**src/rtl/eer_rl_pkg.sv**
```systemverilog
// Shared EER-RL node definitions: field widths, packet-type codes and the
// state/record types used by the reward-packet builder.
package eer_rl_pkg;

    localparam int WORD_WIDTH  = 16;
    localparam int TABLE_DEPTH = 64;
    localparam int IDX_WIDTH   = $clog2(TABLE_DEPTH);

    localparam logic [2:0] PKT_DATA   = 3'd3;
    localparam logic [2:0] PKT_REWARD = 3'd5;

    typedef logic [WORD_WIDTH-1:0] word_t;
    typedef logic [IDX_WIDTH-1:0]  idx_t;

    localparam word_t BROADCAST_ID = 16'hFFFF;
    localparam idx_t  LAST_IDX     = IDX_WIDTH'(TABLE_DEPTH - 1);

    typedef enum logic [1:0] {
        ST_IDLE,
        ST_READ,
        ST_CMP,
        ST_BUILD
    } reward_state_e;

    // Own node state captured at trigger time so the packet is self-consistent
    typedef struct packed {
        word_t node_id;
        word_t energy;
        word_t q_value;
        word_t hops;
        word_t ch;
        word_t ch_hops;
        word_t hop;
        logic  role;
        logic  low_e;
    } reward_snap_t;

    typedef struct packed {
        word_t      src_id;
        word_t      energy_left;
        word_t      q_value;
        word_t      src_hops;
        word_t      dest_id;
        word_t      chosen_ch;
        word_t      hops_from_ch;
        logic [2:0] ptype;
    } reward_pkt_t;

    function automatic reward_pkt_t build_pkt(input reward_snap_t s, input logic found);
        reward_pkt_t p;
        p.src_id       = s.node_id;
        p.energy_left  = s.energy;
        // A depleted node advertises Q=0 so neighbours route around it
        p.q_value      = s.low_e ? '0 : s.q_value;
        p.src_hops     = s.hops;
        p.dest_id      = found ? s.hop : BROADCAST_ID;
        p.chosen_ch    = s.role ? s.node_id : s.ch;
        p.hops_from_ch = s.role ? '0 : s.ch_hops;
        p.ptype        = PKT_REWARD;
        return p;
    endfunction

endpackage

```
**src/rtl/reward_if.sv**
```systemverilog
// Signal bundle between the reward builder and its surroundings: node info,
// neighbor-table read port and the outgoing reward packet fields.
interface reward_if;
    import eer_rl_pkg::*;

    logic       en;
    logic [2:0] fPacketType;
    word_t      myEnergy;
    logic       iHaveData;
    logic       iAmDestination;
    word_t      myNodeID;
    word_t      hopsFromSink;
    word_t      myQValue;
    logic       role;
    logic       low_E;
    word_t      chosenCH;
    word_t      hopsFromCH;
    word_t      chosenHop;
    word_t      mNodeID;
    word_t      mNodeHops;
    word_t      mNodeQValue;
    word_t      mNodeEnergy;
    word_t      mNodeCHHops;

    word_t      rSourceID;
    word_t      rEnergyLeft;
    word_t      rQValue;
    word_t      rSourceHops;
    word_t      rDestinationID;
    word_t      rChosenCH;
    word_t      rHopsFromCH;
    logic [2:0] rPacketType;
    idx_t       nTableIndex_reward;
    logic       reward_done;

    modport master (
        output en, fPacketType, myEnergy, iHaveData, iAmDestination, myNodeID,
               hopsFromSink, myQValue, role, low_E, chosenCH, hopsFromCH, chosenHop,
               mNodeID, mNodeHops, mNodeQValue, mNodeEnergy, mNodeCHHops,
        input  rSourceID, rEnergyLeft, rQValue, rSourceHops, rDestinationID,
               rChosenCH, rHopsFromCH, rPacketType, nTableIndex_reward, reward_done
    );

    modport slave (
        input  en, fPacketType, myEnergy, iHaveData, iAmDestination, myNodeID,
               hopsFromSink, myQValue, role, low_E, chosenCH, hopsFromCH, chosenHop,
               mNodeID, mNodeHops, mNodeQValue, mNodeEnergy, mNodeCHHops,
        output rSourceID, rEnergyLeft, rQValue, rSourceHops, rDestinationID,
               rChosenCH, rHopsFromCH, rPacketType, nTableIndex_reward, reward_done
    );

endinterface

```
**src/rtl/reward.sv**
```systemverilog
// Reward packet builder: on a received data packet addressed to this node,
// scans the neighbor table for the chosen next hop and registers a reward packet.
module reward
    import eer_rl_pkg::*;
(
    input  logic     clk,
    input  logic     nrst,
    reward_if.slave  bus
);

    reward_state_e state_q, state_d;
    idx_t          idx_q, idx_d;
    reward_snap_t  snap_q, snap_d;
    logic          found_q, found_d;
    reward_pkt_t   pkt_q, pkt_d;
    logic          done_q, done_d;
    logic          trigger;
    logic          unused_ok;

    assign trigger = bus.en && (bus.fPacketType == PKT_DATA) && bus.iAmDestination;

    // Neighbor metrics other than the ID do not influence the reward packet
    assign unused_ok = ^{bus.iHaveData, bus.mNodeHops, bus.mNodeQValue,
                         bus.mNodeEnergy, bus.mNodeCHHops};

    always_comb begin
        state_d = state_q;
        idx_d   = idx_q;
        snap_d  = snap_q;
        found_d = found_q;
        pkt_d   = pkt_q;
        done_d  = 1'b0;

        unique case (state_q)
            ST_IDLE: begin
                if (trigger) begin
                    snap_d.node_id = bus.myNodeID;
                    snap_d.energy  = bus.myEnergy;
                    snap_d.q_value = bus.myQValue;
                    snap_d.hops    = bus.hopsFromSink;
                    snap_d.ch      = bus.chosenCH;
                    snap_d.ch_hops = bus.hopsFromCH;
                    snap_d.hop     = bus.chosenHop;
                    snap_d.role    = bus.role;
                    snap_d.low_e   = bus.low_E;
                    idx_d          = '0;
                    found_d        = 1'b0;
                    state_d        = ST_READ;
                end
            end
            ST_READ: state_d = ST_CMP;
            ST_CMP: begin
                // An empty slot never counts as a match, even for chosenHop == 0
                if ((bus.mNodeID != '0) && (bus.mNodeID == snap_q.hop)) begin
                    found_d = 1'b1;
                    state_d = ST_BUILD;
                end else if ((bus.mNodeID == '0) || (idx_q == LAST_IDX)) begin
                    found_d = 1'b0;
                    state_d = ST_BUILD;
                end else begin
                    idx_d   = idx_q + 1'b1;
                    state_d = ST_READ;
                end
            end
            ST_BUILD: begin
                pkt_d   = build_pkt(snap_q, found_q);
                done_d  = 1'b1;
                state_d = ST_IDLE;
            end
            default: state_d = ST_IDLE;
        endcase

        if ((state_q != ST_IDLE) && !bus.en) begin
            state_d = ST_IDLE;
            idx_d   = '0;
            pkt_d   = pkt_q;
            done_d  = 1'b0;
        end
    end

    always_ff @(posedge clk) begin
        if (!nrst) begin
            state_q <= ST_IDLE;
            idx_q   <= '0;
            snap_q  <= '0;
            found_q <= 1'b0;
            pkt_q   <= '0;
            done_q  <= 1'b0;
        end else begin
            state_q <= state_d;
            idx_q   <= idx_d;
            snap_q  <= snap_d;
            found_q <= found_d;
            pkt_q   <= pkt_d;
            done_q  <= done_d;
        end
    end

    assign bus.rSourceID          = pkt_q.src_id;
    assign bus.rEnergyLeft        = pkt_q.energy_left;
    assign bus.rQValue            = pkt_q.q_value;
    assign bus.rSourceHops        = pkt_q.src_hops;
    assign bus.rDestinationID     = pkt_q.dest_id;
    assign bus.rChosenCH          = pkt_q.chosen_ch;
    assign bus.rHopsFromCH        = pkt_q.hops_from_ch;
    assign bus.rPacketType        = pkt_q.ptype;
    assign bus.nTableIndex_reward = idx_q;
    assign bus.reward_done        = done_q;

endmodule

```
**src/flat_wrapper.sv**
```systemverilog
// flat-port wrapper written by rule: the top's interface ports become plain ports
module reward_flat import eer_rl_pkg::*;
  (clk, nrst, bus_en, bus_fPacketType, bus_myEnergy, bus_iHaveData, bus_iAmDestination, bus_myNodeID, bus_hopsFromSink, bus_myQValue, bus_role, bus_low_E, bus_chosenCH, bus_hopsFromCH, bus_chosenHop, bus_mNodeID, bus_mNodeHops, bus_mNodeQValue, bus_mNodeEnergy, bus_mNodeCHHops, bus_rSourceID, bus_rEnergyLeft, bus_rQValue, bus_rSourceHops, bus_rDestinationID, bus_rChosenCH, bus_rHopsFromCH, bus_rPacketType, bus_nTableIndex_reward, bus_reward_done);
  reward_if bus_i ();
  input  logic clk;
  input  logic nrst;
  input wire logic [$bits(bus_i.en)-1:0] bus_en;
  input wire logic [$bits(bus_i.fPacketType)-1:0] bus_fPacketType;
  input wire logic [$bits(bus_i.myEnergy)-1:0] bus_myEnergy;
  input wire logic [$bits(bus_i.iHaveData)-1:0] bus_iHaveData;
  input wire logic [$bits(bus_i.iAmDestination)-1:0] bus_iAmDestination;
  input wire logic [$bits(bus_i.myNodeID)-1:0] bus_myNodeID;
  input wire logic [$bits(bus_i.hopsFromSink)-1:0] bus_hopsFromSink;
  input wire logic [$bits(bus_i.myQValue)-1:0] bus_myQValue;
  input wire logic [$bits(bus_i.role)-1:0] bus_role;
  input wire logic [$bits(bus_i.low_E)-1:0] bus_low_E;
  input wire logic [$bits(bus_i.chosenCH)-1:0] bus_chosenCH;
  input wire logic [$bits(bus_i.hopsFromCH)-1:0] bus_hopsFromCH;
  input wire logic [$bits(bus_i.chosenHop)-1:0] bus_chosenHop;
  input wire logic [$bits(bus_i.mNodeID)-1:0] bus_mNodeID;
  input wire logic [$bits(bus_i.mNodeHops)-1:0] bus_mNodeHops;
  input wire logic [$bits(bus_i.mNodeQValue)-1:0] bus_mNodeQValue;
  input wire logic [$bits(bus_i.mNodeEnergy)-1:0] bus_mNodeEnergy;
  input wire logic [$bits(bus_i.mNodeCHHops)-1:0] bus_mNodeCHHops;
  output wire logic [$bits(bus_i.rSourceID)-1:0] bus_rSourceID;
  output wire logic [$bits(bus_i.rEnergyLeft)-1:0] bus_rEnergyLeft;
  output wire logic [$bits(bus_i.rQValue)-1:0] bus_rQValue;
  output wire logic [$bits(bus_i.rSourceHops)-1:0] bus_rSourceHops;
  output wire logic [$bits(bus_i.rDestinationID)-1:0] bus_rDestinationID;
  output wire logic [$bits(bus_i.rChosenCH)-1:0] bus_rChosenCH;
  output wire logic [$bits(bus_i.rHopsFromCH)-1:0] bus_rHopsFromCH;
  output wire logic [$bits(bus_i.rPacketType)-1:0] bus_rPacketType;
  output wire logic [$bits(bus_i.nTableIndex_reward)-1:0] bus_nTableIndex_reward;
  output wire logic [$bits(bus_i.reward_done)-1:0] bus_reward_done;
  assign bus_i.en = bus_en;
  assign bus_i.fPacketType = bus_fPacketType;
  assign bus_i.myEnergy = bus_myEnergy;
  assign bus_i.iHaveData = bus_iHaveData;
  assign bus_i.iAmDestination = bus_iAmDestination;
  assign bus_i.myNodeID = bus_myNodeID;
  assign bus_i.hopsFromSink = bus_hopsFromSink;
  assign bus_i.myQValue = bus_myQValue;
  assign bus_i.role = bus_role;
  assign bus_i.low_E = bus_low_E;
  assign bus_i.chosenCH = bus_chosenCH;
  assign bus_i.hopsFromCH = bus_hopsFromCH;
  assign bus_i.chosenHop = bus_chosenHop;
  assign bus_i.mNodeID = bus_mNodeID;
  assign bus_i.mNodeHops = bus_mNodeHops;
  assign bus_i.mNodeQValue = bus_mNodeQValue;
  assign bus_i.mNodeEnergy = bus_mNodeEnergy;
  assign bus_i.mNodeCHHops = bus_mNodeCHHops;
  assign bus_rSourceID = bus_i.rSourceID;
  assign bus_rEnergyLeft = bus_i.rEnergyLeft;
  assign bus_rQValue = bus_i.rQValue;
  assign bus_rSourceHops = bus_i.rSourceHops;
  assign bus_rDestinationID = bus_i.rDestinationID;
  assign bus_rChosenCH = bus_i.rChosenCH;
  assign bus_rHopsFromCH = bus_i.rHopsFromCH;
  assign bus_rPacketType = bus_i.rPacketType;
  assign bus_nTableIndex_reward = bus_i.nTableIndex_reward;
  assign bus_reward_done = bus_i.reward_done;
  reward u_core (.clk(clk), .nrst(nrst), .bus(bus_i));
endmodule
```
**config.mk**
```make
export PLATFORM = sky130hd
export DESIGN_NAME = reward_flat
export DESIGN_NICKNAME = d
export VERILOG_FILES = /design/src/rtl/eer_rl_pkg.sv /design/src/rtl/reward_if.sv /design/src/rtl/reward.sv /design/src/flat_wrapper.sv
export SDC_FILE = /design/constraint.sdc
export NUM_CORES = 1
export LEC_CHECK = 0
export ABC_CLOCK_PERIOD_IN_PS = 1900
export CORE_MARGIN = 2
export CORE_UTILIZATION = 45
export CTS_CLUSTER_SIZE = 28
export DETAILED_ROUTE_END_ITERATION = 7
export PLACE_DENSITY = 0.85
export SLEW_MARGIN = 20
export SYNTH_ARGS = -nofsm -noshare
export SYNTH_HDL_FRONTEND = slang
export SYNTH_SLANG_ARGS = --single-unit
```
**constraint.sdc**
```tcl
create_clock -name clk -period 1.9 [get_ports clk]
set_clock_uncertainty 0.1 [all_clocks]
set_input_delay 0.285 -clock clk [delete_from_list [all_inputs] [get_ports clk]]
set_output_delay 0.285 -clock clk [all_outputs]
set_load 0.02 [all_outputs]
```
==> impl_metrics.toml <==
[outcome]
outcome = "finished, violations left"
failed_checks = "setup timing"

[route]
drt_wl_total_microns = 25300
post_drt_wl_per_cell_microns = 16.2
drt-initial-drc-count = 408
routed_via_density = 5.19
first_pass_iters = 5
routed-via-count = 8101
route.detailed.drc = 0
drtAntennaViolNets = 0

[finish]
syn2layout_area_growth_pct = 46.1
diodes = 0
final_cells = 1562
multi_input_area_sq_um = 4130
mostFrequentLayoutCells = "nand2_1, dfxtp_1, clkdlybuf4s50_1"
drive_above_1_share_pct = 9.75
fill_cells = 1599
regArea_sq_um = 4750
final_nets = 1476
design_area_sq_um = 13300
final_common_cell = "nand2_1"

[sta]
postLayoutSetupSlackWorst_ns = -0.0302
max_freq_ghz = 0.518
setup_viol = 1
period_share_pct = 102
slew_headroom_pct = 55.6
fin_hold_ws_ns = 0.215
slew_violations = 0
rsz0062_at_grt = "yes"
period_minus_slack_ns = 1.93
tightestPinTransition_ns = 0.665
hold_viol_final = 0

[clocking]
cts_sinks = 237
clk_latency_ns = 0.52
htree_levels = 1
cts_tree = "yes"
cts_buffers = 26
cts.clk_slew.worst_paths_ns = 0.07
clockBufferDepth = 3
cts_root_buf = "clkbuf_16"

[logic_synthesis]
yosys.area.top_type_share_pct = 52.0
netlist_top_cells_area = "dfxtp_1, nand2_1, a21boi_0"
yosysSeqAreaShare_pct = 52.0
avgSynthCellArea_sq_um = 9.03
ys_async_sr_fraction_pct = 0
synth.net_count = 1213
synth_seq_cells = 237
syn_inst = 1010
netlist.top_cell.by_area = "dfxtp_1"
synth_edf_count = 0
yosys_warnings = 0
ys_types = 54
ys.flop_type = "dfxtp_1"
syn-cell-area_sq_um = 9130

[setup_path]
cp_cell_sequence = "and2b_2 -> nand2_2 -> or4_4 -> o221a_4 -> o31ai_2"
r2r_slack_ns = -0.03
cp.arrival_ns = 2.26
cp_slowest_cell = "or4_4"
worst_r2r_path_depth = 5
worstSetupStartpointType = "flip-flop"
max_stage_delay_ns = 0.57
critPathBufInv = 0
required_ns = 2.23
r2r_start = "u_core.state_q[0]"
reg2reg_to = "u_core.bus.nTableIndex_reward[3]"
critPathKind = "flip-flop to flip-flop"
path_max_fanout = 6
cp-end-kind = "flip-flop"
crit_family = "simple AND/OR/NAND/NOR gates"

[place]
dp_cells = 1509
gp_congestion = 0.869
dpl.hpwl_microns = 16600
dpl-instance-area_sq_um = 12200
io_buffer_count = 257

[global_routing]
grt_max_degree = 77
grt_pass1_vias = 7794
grt_first_pass_wirelength_microns = 39500
antenna_found_initial = 0
grt.total_usage_pct = 22.2
overflow = 0

[floorplanning]
dieArea_sq_um = 21400
core.rowCount = 52
core_sq_um = 20000
start_util_pct = 45.5
dieHeight_microns = 146
die_w_microns = 146
ios = 324

[power_and_ir_drop]
cellLeakagePower_nw = 5.46
p_per_area_nw_per_um2 = 806
ir_worst_vdd_uv = 595

[min_path]
min_from = "bus_hopsFromCH[7]"
min_to = "u_core.snap_q[25]"
hp-class = "primary input to flip-flop"
hold_path_depth = 3

[flow_run]
maxCapViolations = 0
-- layout make-up --
class	instances	share of cell area [%]
sequential	237	35.6
multi-input combinational	692	31.0
timing repair buffer	314	24.2
clock buffer	38	5.68
tap	270	2.53
clock inverter	9	0.948
inverter	2	0.0563
-- how the worst max path moves through the flow --
stage | depth (start not counted) | slack (ns) | end | start
2_1_floorplan | 6 | 0.14 | u_core.bus.nTableIndex_reward[0] | u_core.bus.nTableIndex_reward[0]
3_3_place_gp | 6 | -0.40 | u_core.bus.nTableIndex_reward[0] | bus_mNodeID[12]
3_5_place_dp | 6 | -0.47 | u_core.bus.nTableIndex_reward[3] | bus_mNodeID[12]
4_1_cts | 8 | -0.005 | u_core.snap_q[29] | u_core.state_q[0]
5_1_grt | 5 | -0.05 | u_core.found_q | u_core.state_q[0]
6_report | 5 | -0.03 | u_core.bus.nTableIndex_reward[3] | u_core.state_q[0]
-- per-stage QoR --
step	setup slack (ns)	total power, mW	setup TNS [ns]	util, %
3_3_place_gp	-0.397	5.70	-30.26	60.9
2_1_floorplan	0.143	5.32	0	-
5_1_grt	-0.0509	11.1	-0.137	66.5
3_5_place_dp	-0.470	5.70	-34.44	60.9
6_report	-0.0302	10.7	-0.0302	66.5
4_1_cts	-0.00533	10.8	-0.00533	65.3
-- kinds of logic (layout without fill, tap and decap cells) --
logic type / Yosys count / count (layout) / synth area share, %
AOI/OAI and AO/OA: 247 / 247 / 21.8
buffers and inverters: 81 / 363 / 3.94
DFF: 237 / 237 / 52.0
and+or+nand+nor: 410 / 410 / 18.7
other: 1 / 1 / 0.0411
xor gates and xnor gates: 17 / 17 / 1.63
adders and majority gates: 1 / 1 / 0.137
muxes: 16 / 16 / 1.76
-- report_power, final --
part | switching, mW | internal (mW)
logic | 0.215 | 0.385
clock network | 1.96 | 3.16
registers | 0.0202 | 5.00
total | 2.19 | 8.55
-- flip-flops by register name, indices dropped and copies added (netlist names) --
register	flops
u_core.bus.nTableIndex_reward	6
u_core.bus.rSourceID	16
u_core.bus.reward_done	1
u_core.bus.rChosenCH	16
u_core.bus.rDestinationID	16
u_core.bus.rHopsFromCH	16
u_core.bus.rSourceHops	16
u_core.bus.rPacketType	1
u_core.bus.rEnergyLeft	16
u_core.snap_q	114
u_core.bus.rQValue	16
u_core.state_q	2
u_core.found_q	1
-- worst reg2reg max path: stages (launching register included) --
cell     delay [ns]
dfxtp_4        0.36
and2b_2        0.28
nand2_2        0.06
or4_4          0.57
o221a_4        0.28
o31ai_2        0.20
-- routing by layer --
layer,up-vias,share of wire (%),global-route usage [%]
li1,3930,-,-
met1,3842,41,27.8
met2,286,50,37.9
met3,43,7.2,5.47
met4,0,2.1,6.55
met5,-,0,0
-- what timing repair did --
item,4_1_cts,5_1_grt
pin swaps,0,5
endpoints found under the hold margin,1,0
setup buffers,0,4
setup endpoints to repair,16,103
gates resized for setup,13,87
hold buffers,1,0
cloned,0,2
-- synthesized netlist by cell type, types with 3 or more instances --
master	n
buf_2	21
nor4_1	7
a22o_1	32
xnor2_1	9
nand2_1	351
mux2i_1	16
a21boi_0	150
nand3b_1	16
a21boi_1	13
clkbuf_1	52
xor2_1	8
nor2_1	8
nand4b_1	3
o211a_1	33
nand3_1	7
dfxtp_1	237
Note: power is estimated with default switching activity, not from simulation.
